[config.mk]
export PLATFORM = sky130hd
export DESIGN_NAME = uart_master_tx
export DESIGN_NICKNAME = d
export VERILOG_FILES = /design/src/rtl/uart_master_tx.sv
export SDC_FILE = /design/constraint.sdc
export NUM_CORES = 1
export LEC_CHECK = 0
export ABC_AREA = 1
export ABC_CLOCK_PERIOD_IN_PS = 4300
export CAP_MARGIN = 20
export CORE_AREA = 2 2 40 69
export CTS_CLUSTER_DIAMETER = 50
export CTS_CLUSTER_SIZE = 20
export DETAILED_ROUTE_END_ITERATION = 8
export DIE_AREA = 0 0 42 71
export PLACE_DENSITY = 0.79
export SYNTH_ARGS = -nofsm -noshare
export SYNTH_HDL_FRONTEND = slang
export SYNTH_SLANG_ARGS = --single-unit
[constraint.sdc]
create_clock -name pclk -period 4.3 [get_ports pclk]
set_input_delay 0.86 -clock pclk [delete_from_list [all_inputs] [get_ports pclk]]
set_output_delay 0.86 -clock pclk [all_outputs]
set_load 0.03 [all_outputs]
[src/rtl/uart_master_tx.sv]
// uart_master_tx: double-buffered UART transmitter (start bit, LSB-first data, optional parity, stop bits).
// Define UART_TX_PARITY_EN to insert a parity bit after the data bits.
module uart_master_tx #(
    parameter int DATA_WIDTH = 8,
    parameter int BAUD_DIV   = 16,
    parameter int STOP_BITS  = 1,
    parameter int PARITY_ODD = 0
) (
    input  logic                  pclk,
    input  logic                  areset,
    input  logic [DATA_WIDTH-1:0] tx_data,
    input  logic                  tx_valid,
    output logic                  tx_ready,
    output logic                  tx,
    output logic                  busy,
    output logic                  tx_done
);
    localparam int BW = (BAUD_DIV >= 2) ? $clog2(BAUD_DIV) : 1;
    localparam int CW = $clog2(DATA_WIDTH);
    localparam logic [BW-1:0] BAUD_LAST = BW'(BAUD_DIV - 1);
    localparam logic [CW-1:0] BIT_LAST  = CW'(DATA_WIDTH - 1);
    localparam logic          STOP_LAST = (STOP_BITS == 2);

    if (DATA_WIDTH < 5 || DATA_WIDTH > 8) begin : g_bad_width
        $fatal(1, "uart_master_tx: DATA_WIDTH must be 5..8");
    end
    if (BAUD_DIV < 2) begin : g_bad_baud
        $fatal(1, "uart_master_tx: BAUD_DIV must be >= 2");
    end
    if (STOP_BITS != 1 && STOP_BITS != 2) begin : g_bad_stop
        $fatal(1, "uart_master_tx: STOP_BITS must be 1 or 2");
    end
    if (PARITY_ODD != 0 && PARITY_ODD != 1) begin : g_bad_parity
        $fatal(1, "uart_master_tx: PARITY_ODD must be 0 or 1");
    end

    typedef enum logic [2:0] {
        IDLE,
        START,
        DATA,
`ifdef UART_TX_PARITY_EN
        PARITY,
`endif
        STOP
    } state_t;

    state_t                state_reg, state_next;
    logic [BW-1:0]         baud_cnt_reg, baud_cnt_next;
    logic [CW-1:0]         bit_cnt_reg, bit_cnt_next;
    logic                  stop_cnt_reg, stop_cnt_next;
    logic [DATA_WIDTH-1:0] shift_reg, shift_next;
    logic [DATA_WIDTH-1:0] hold_data_reg, hold_data_next;
    logic                  hold_full_reg, hold_full_next;
    logic                  tx_reg, tx_next;
`ifdef UART_TX_PARITY_EN
    logic                  parity_reg, parity_next;
`endif

    logic baud_last, bit_last, stop_last, frame_end, xfer, load;

    assign baud_last = (baud_cnt_reg == BAUD_LAST);
    assign bit_last  = (bit_cnt_reg == BIT_LAST);
    assign stop_last = (stop_cnt_reg == STOP_LAST);
    assign frame_end = (state_reg == STOP) && baud_last && stop_last;
    // The held word goes out either from idle or right at the end of the previous frame.
    assign xfer      = hold_full_reg && ((state_reg == IDLE) || frame_end);
    assign load      = tx_valid && !hold_full_reg;

    always_ff @(posedge pclk or posedge areset) begin
        if (areset) begin
            state_reg     <= IDLE;
            baud_cnt_reg  <= '0;
            bit_cnt_reg   <= '0;
            stop_cnt_reg  <= 1'b0;
            shift_reg     <= '0;
            hold_data_reg <= '0;
            hold_full_reg <= 1'b0;
            tx_reg        <= 1'b1;
`ifdef UART_TX_PARITY_EN
            parity_reg    <= 1'b0;
`endif
        end else begin
            state_reg     <= state_next;
            baud_cnt_reg  <= baud_cnt_next;
            bit_cnt_reg   <= bit_cnt_next;
            stop_cnt_reg  <= stop_cnt_next;
            shift_reg     <= shift_next;
            hold_data_reg <= hold_data_next;
            hold_full_reg <= hold_full_next;
            tx_reg        <= tx_next;
`ifdef UART_TX_PARITY_EN
            parity_reg    <= parity_next;
`endif
        end
    end

    always_comb begin
        state_next     = state_reg;
        baud_cnt_next  = (state_reg == IDLE || baud_last) ? '0 : baud_cnt_reg + BW'(1);
        bit_cnt_next   = bit_cnt_reg;
        stop_cnt_next  = stop_cnt_reg;
        shift_next     = shift_reg;
        hold_data_next = hold_data_reg;
        hold_full_next = hold_full_reg;
        tx_next        = tx_reg;
`ifdef UART_TX_PARITY_EN
        parity_next    = parity_reg;
`endif

        case (state_reg)
            START: begin
                if (baud_last) begin
                    state_next   = DATA;
                    tx_next      = shift_reg[0];
                    bit_cnt_next = '0;
                end
            end
            DATA: begin
                if (baud_last) begin
                    if (bit_last) begin
`ifdef UART_TX_PARITY_EN
                        state_next    = PARITY;
                        tx_next       = parity_reg;
`else
                        state_next    = STOP;
                        tx_next       = 1'b1;
                        stop_cnt_next = 1'b0;
`endif
                    end else begin
                        shift_next   = shift_reg >> 1;
                        tx_next      = shift_reg[1];
                        bit_cnt_next = bit_cnt_reg + CW'(1);
                    end
                end
            end
`ifdef UART_TX_PARITY_EN
            PARITY: begin
                if (baud_last) begin
                    state_next    = STOP;
                    tx_next       = 1'b1;
                    stop_cnt_next = 1'b0;
                end
            end
`endif
            STOP: begin
                if (baud_last) begin
                    if (stop_last) begin
                        state_next = IDLE;
                    end else begin
                        stop_cnt_next = 1'b1;
                    end
                end
            end
            default: begin
            end
        endcase

        // Transfer overrides the IDLE exit of a finishing frame so frames run back to back.
        if (xfer) begin
            state_next     = START;
            shift_next     = hold_data_reg;
            tx_next        = 1'b0;
            hold_full_next = 1'b0;
            baud_cnt_next  = '0;
`ifdef UART_TX_PARITY_EN
            parity_next    = (^hold_data_reg) ^ 1'(PARITY_ODD);
`endif
        end

        if (load) begin
            hold_data_next = tx_data;
            hold_full_next = 1'b1;
        end
    end

    assign tx_ready = !hold_full_reg;
    assign tx       = tx_reg;
    assign busy     = (state_reg != IDLE);
    assign tx_done  = frame_end;

endmodule

### After elaboration in Yosys (flattened, before gate mapping)

Index checks and enable logic that the tools add are counted.

| storage, ports and cells | value |
|---|---|
| flip-flop bits (word level) | 29 |
| latch bits | 0 |
| memory bits (writable) | 0 |
| memory bits (read-only) | 0 |
| input bits | 11 |
| output and inout port bits | 4 |
| logic and storage cells | 77 |
| memories kept | 0 |

| operators by class | value |
|---|---|
| add/sub/neg operators | 2 |
| multiply operators | 0 |
| divide/modulo/power cells | 0 |
| $lt $le $gt $ge | 0 |
| equality and inequality tests | 16 |
| shift-type cells | 0 |
| muxes and demuxes | 29 |
| bitwise gates (word level) | 1 |
| reductions and logical operators | 21 |

Operator list:

| kind | number |
|---|---|
| $mux 8 | 4 |
| $mux 3 | 9 |
| $ne 3x3->1 const B | 5 |
| $mux 1 | 10 |
| $ne 2x2->1 const B | 5 |
| $reduce_bool 2->1 | 5 |
| $pmux 3 s3 | 1 |
| $mux 4 | 2 |
| $reduce_and 4->1 | 2 |
| $eq 3x2->1 const B | 2 |
| $pmux 3 s2 | 1 |
| $reduce_and 3->1 | 2 |
| $reduce_and 6->1 | 1 |
| $reduce_bool 3->1 | 2 |
| $add 4x1->4 const B | 1 |
| $eq 4x4->1 const B | 1 |
| $logic_and 1x1->1 | 4 |
| $pmux 1 s2 | 2 |
| $reduce_bool 4->1 | 1 |
| $add 3x1->3 const B | 1 |
| $eq 3x1->1 const B | 1 |
| $eq 3x3->1 const B | 1 |
| $logic_not 3->1 | 1 |
| $logic_or 1x1->1 | 2 |
| 3 further kinds | 3 |

### Longest topological paths before layout

| depth | value |
|---|---|
| depth after elaboration | 7 |
| gate-level depth with buffers | 9 |

### Least setup slack after synthesis

Ideal clock, no wire load.

| path | value |
|---|---|
| path type | reg-to-output |
| start | register state_reg[0] |
| end | output tx_done |
| arrival time | 961 ps |
| setup slack | 2479 ps |
| stages on the path, launching flop included | 4 |
| cells stage by stage | dfrtp_1 ha_1 nand4_2 inv_1 |

| on the way | value |
|---|---|
| longest elaborated chain between the ends | 3 |

RTL lines:

| element | line | RTL |
|---|---|---|
| start: declaration | 47 | `state_t state_reg, state_next;` |
| start signal: assignment | 83 | `state_reg <= state_next;` |
| $eq 3x2->1 | 64 | `assign frame_end = (state_reg == STOP) && baud_last && stop_last;` |
| $logic_and 1x1->1 (2 in a row) | 64 |  |
| end: declaration | 16 | `output logic tx_done` |

Every way passes these cells.

### Worst setup path after layout

Same ends and word-level chain as after synthesis.

==> Implementation_results.wiki <==
{| class="wikitable"
! Metric !! Value
|-
| Clock Tree Root || clkbuf_8
|-
| Pleak || between 0.8 and 0.9 nW
|-
| Count of hold-fix buffers inserted at cts || 0
|-
| Die height || between 70 and 80 um
|-
| Status || finished clean
|-
| Total wire length after detailed routing || between 2 and 3 mm
|-
| Delay of the slowest cell on the worst path || between 600 and 700 ps
|-
| Clock latency on the worst-skew pair || 270 ps
|-
| Setup repair after global routing missed its margin || no
|-
| Number of buffers inserted by port buffering || 14
|-
| Number of buffer and inverter instances along the worst setup path || 2
|-
| Netlist area before placement || 1340 um^2
|-
| Sort of element at the end of the critical path || output pin
|-
| Total area of multi-input combinational cells || 564 um^2
|-
| DPL Wire Length || between 1.5 and 2 mm
|-
| Post-route design area || approximately 1600 um^2
|-
| Critical setup path kind || reg -> out
|-
| Sequential fraction of the synthesis area || slightly above 50%
|-
| Number of maximum-capacitance violations || 0
|-
| DIE WIDTH || roughly 42 um
|-
| Number of placement rows || 24
|-
| Worst reg2reg setup slack || ~2600 ps
|-
| Max-slew headroom || 70.7%
|-
| Share of cell area taken by muxes after synthesis || around 2.4%
|-
| Count of instances resized after the clock tree is built || 0
|-
| Critical path fanouts, max || 4
|-
| Net count of the mapped netlist || around 170
|-
| Transition at the pin with the smallest max-transition slack || about 440 ps
|-
| Clock slew seen by the registers of the worst setup and hold paths || 90 ps
|-
| Utilization after layout || approximately 64%
|-
| Diode count || 0
|-
| Final hold viol count || 0
|-
| Number of detailed-routing iterations run before antenna repair || 4
|-
| Via Count || 1028
|-
| Setup TNS || 0 ps
|-
| Post-route clock skew || between 5 and 6 ps
|-
| Cells after synthesis || 156
|-
| WP data required || around 3400 ps
|-
| DR iter-0 viols || 41
|-
| Compound-gate portion of the synthesized area || 5.77%
|-
| Critical Path Source Type || register
|-
| Classification of the worst-slack hold path || reg -> reg
|-
| Maximum number of pins on one net before global-route repair || 28
|-
| Sequence of cells on the critical path || ha_1, nand4_2, inv_1, clkdlybuf4s50_1
|-
| Total gr overflow || 0
|-
| H-tree levels || 1
|-
| CTS tree || done
|-
| Average footprint of a synthesized cell || roughly 8.6 um^2
|-
| Count of fill cells added during filler insertion || approximately 200
|-
| Simple-gate portion of the synthesized area || about a quarter
|-
| Final worst-path cycle share || 63.1%
|-
| Final Net Count || approximately 190
|-
| Synth Area in XOR/XNOR || ~1.3%
|-
| Distinct cells, synth || 20
|-
| Clock buffers created by TritonCTS || 3
|-
| Via density per instance || about 5.2
|-
| Number of global-route vias before repair || ~1100
|-
| Peak supply drop || about 280 uV
|-
| Number of clock sinks || 27
|-
| Final weighted congestion in routability-driven placement || about 0.8
|-
| Final setup vio count || 0
|-
| Dpl cells || 193
|-
| Finished Layout Cells || between 150 and 200
|-
| Count of warnings emitted by yosys || 0
|-
| Power per standard cell area || slightly above 300 nW/um^2
|-
| Remaining antenna violation count after routing || 0
|-
| Fraction of the mapped netlist area in adder cells || approximately 6.5%
|-
| Post-route DRC violation count || 0
|-
| Max stage delay cell, worst path || clkdlybuf4s50_1
|-
| Count of pins over their slew limit || 0
|-
| Number of antenna violations at the first check in global routing || 0
|-
| Number of I/O pins || 15
|-
| Yosys reg bits || 27
|-
| Kind of cell with the highest combined delay on the critical path || buffers and inverters
|-
| Global-route total usage across every layer || approximately a fifth
|-
| Largest family of logic cells by synthesized area || simple AND/OR/NAND/NOR gates
|-
| Fin crit period || ~2700 ps
|-
| Reg area || ~680 um^2
|-
| CTS max path bufs || 2
|-
| Core outline area || 2430 um^2
|-
| Max Fclk || 0.368 GHz
|-
| Post-detailed-route wirelength per cell || ~13 um
|-
| Syn-to-layout area delta || 16.5%
|-
| Placement-stage cell area || ~1500 um^2
|-
| Proportion of layout cells with a drive suffix above 1 || under 10%
|-
| Initial Utilization || 55.2%
|-
| Signal arrival time at the worst endpoint || about 1900 ps
|-
| Full die area || 2980 um^2
|-
| Global-route wire length before repair || between 4 and 5 mm
|-
| Post-CTS setup buffer count || 0
|}
==> cells by family after synthesis <==
group | count (synthesis)
xor gates and xnor gates | 2
buffers and inverters | 23
muxes | 3
DFF | 27
adders and majority gates | 7
and+or+nand+nor | 79
AOI/OAI and AO/OA | 15
==> synth_stat cells <==
library cell   n  share of area [%]
nand4_1        1               0.47
nand2_1       30                8.4
xnor2_1        1               0.65
nand3_1       13                4.8
dfrtp_1       26                 48
nand2_4        3                2.5
mux2i_1        1               0.74
buf_2          1               0.37
mux2_2         2                1.7
nor2_1        30                8.4
ha_1           7                6.5
buf_6          2                1.7
xor2_1         1               0.65
nand4_2        1               0.93
nand2_2        1               0.47
inv_1         20                5.6
dfstp_2        1                2.0
o211ai_1       1               0.56
a21oi_1        9                3.4
o21ai_0        5                1.9
==> report_power, final <==
| group | total, mW | internal (mW) | switching [mW] |
|---|---|---|---|
| Combinational | 0.0536 | 0.0260 | 0.0277 |
| Sequential | 0.289 | 0.279 | 0.00944 |
| Clock | 0.145 | 0.0658 | 0.0796 |
==> worst register-to-register path, cell delays in order, from the launching register on <==
cell and delay [ps]:
dfrtp_1 420, inv_1 80, ha_1 240, inv_1 130
nand2_1 110, o21ai_0 250, nand2_1 150, nand2_1 90
o211ai_1 80
==> worst paths after layout <==
| check | start | endpoint | cells after the start |
|---|---|---|---|
| min in group asynchronous | areset | state_reg[1] | 2 |
| max in group asynchronous | areset | shift_reg[1] | 3 |
| max reg2reg | state_reg[0] | state_reg[0] | 8 |
| min | baud_cnt_reg[0] | baud_cnt_reg[0] | 1 |
| max | state_reg[0] | tx_done | 4 |
| min reg2reg | baud_cnt_reg[0] | baud_cnt_reg[0] | 1 |
==> per-stage QoR <==
step	hold WS [ps]	setup slack (ps)	power, mW
global route	511	1460	0.516
CTS	475	1580	0.489
detailed placement	462	1890	0.345
floorplan	433	2480	0.327
global placement	443	1950	0.342
finish	471	1590	0.488
==> metal layers <==
| metal | vias up | global-route usage (%) | wire length (um) |
|---|---|---|---|
| met5 | - | 0 | 0 |
| met4 | 0 | 13.3 | 134 |
| met3 | 10 | 3.57 | 79 |
| met2 | 21 | 35.9 | 1350 |
| met1 | 478 | 23.3 | 1040 |
| li1 | 519 | - | - |
==> cell type report <==
cell class	count	share of cell area, %
Multi-Input combinational cell	106	36.1
Inverter	20	4.80
Timing Repair Buffer	15	10.7
Clock buffer	3	2.64
Sequential cell	27	43.2
Tap cell	26	2.08
Clock inverter	1	0.480
==> cell usage in the layout (no fill, tap or decap), types with 2 or more instances in the layout <==
master	instances
a21oi_1	9
nand3_1	13
clkdlybuf4s50_1	14
nor2_1	30
dfrtp_1	26
nand2_1	30
mux2_2	2
nand2_4	3
inv_1	20
clkbuf_8	3
o21ai_0	5
ha_1	7
(Power assumes the default switching activity.)
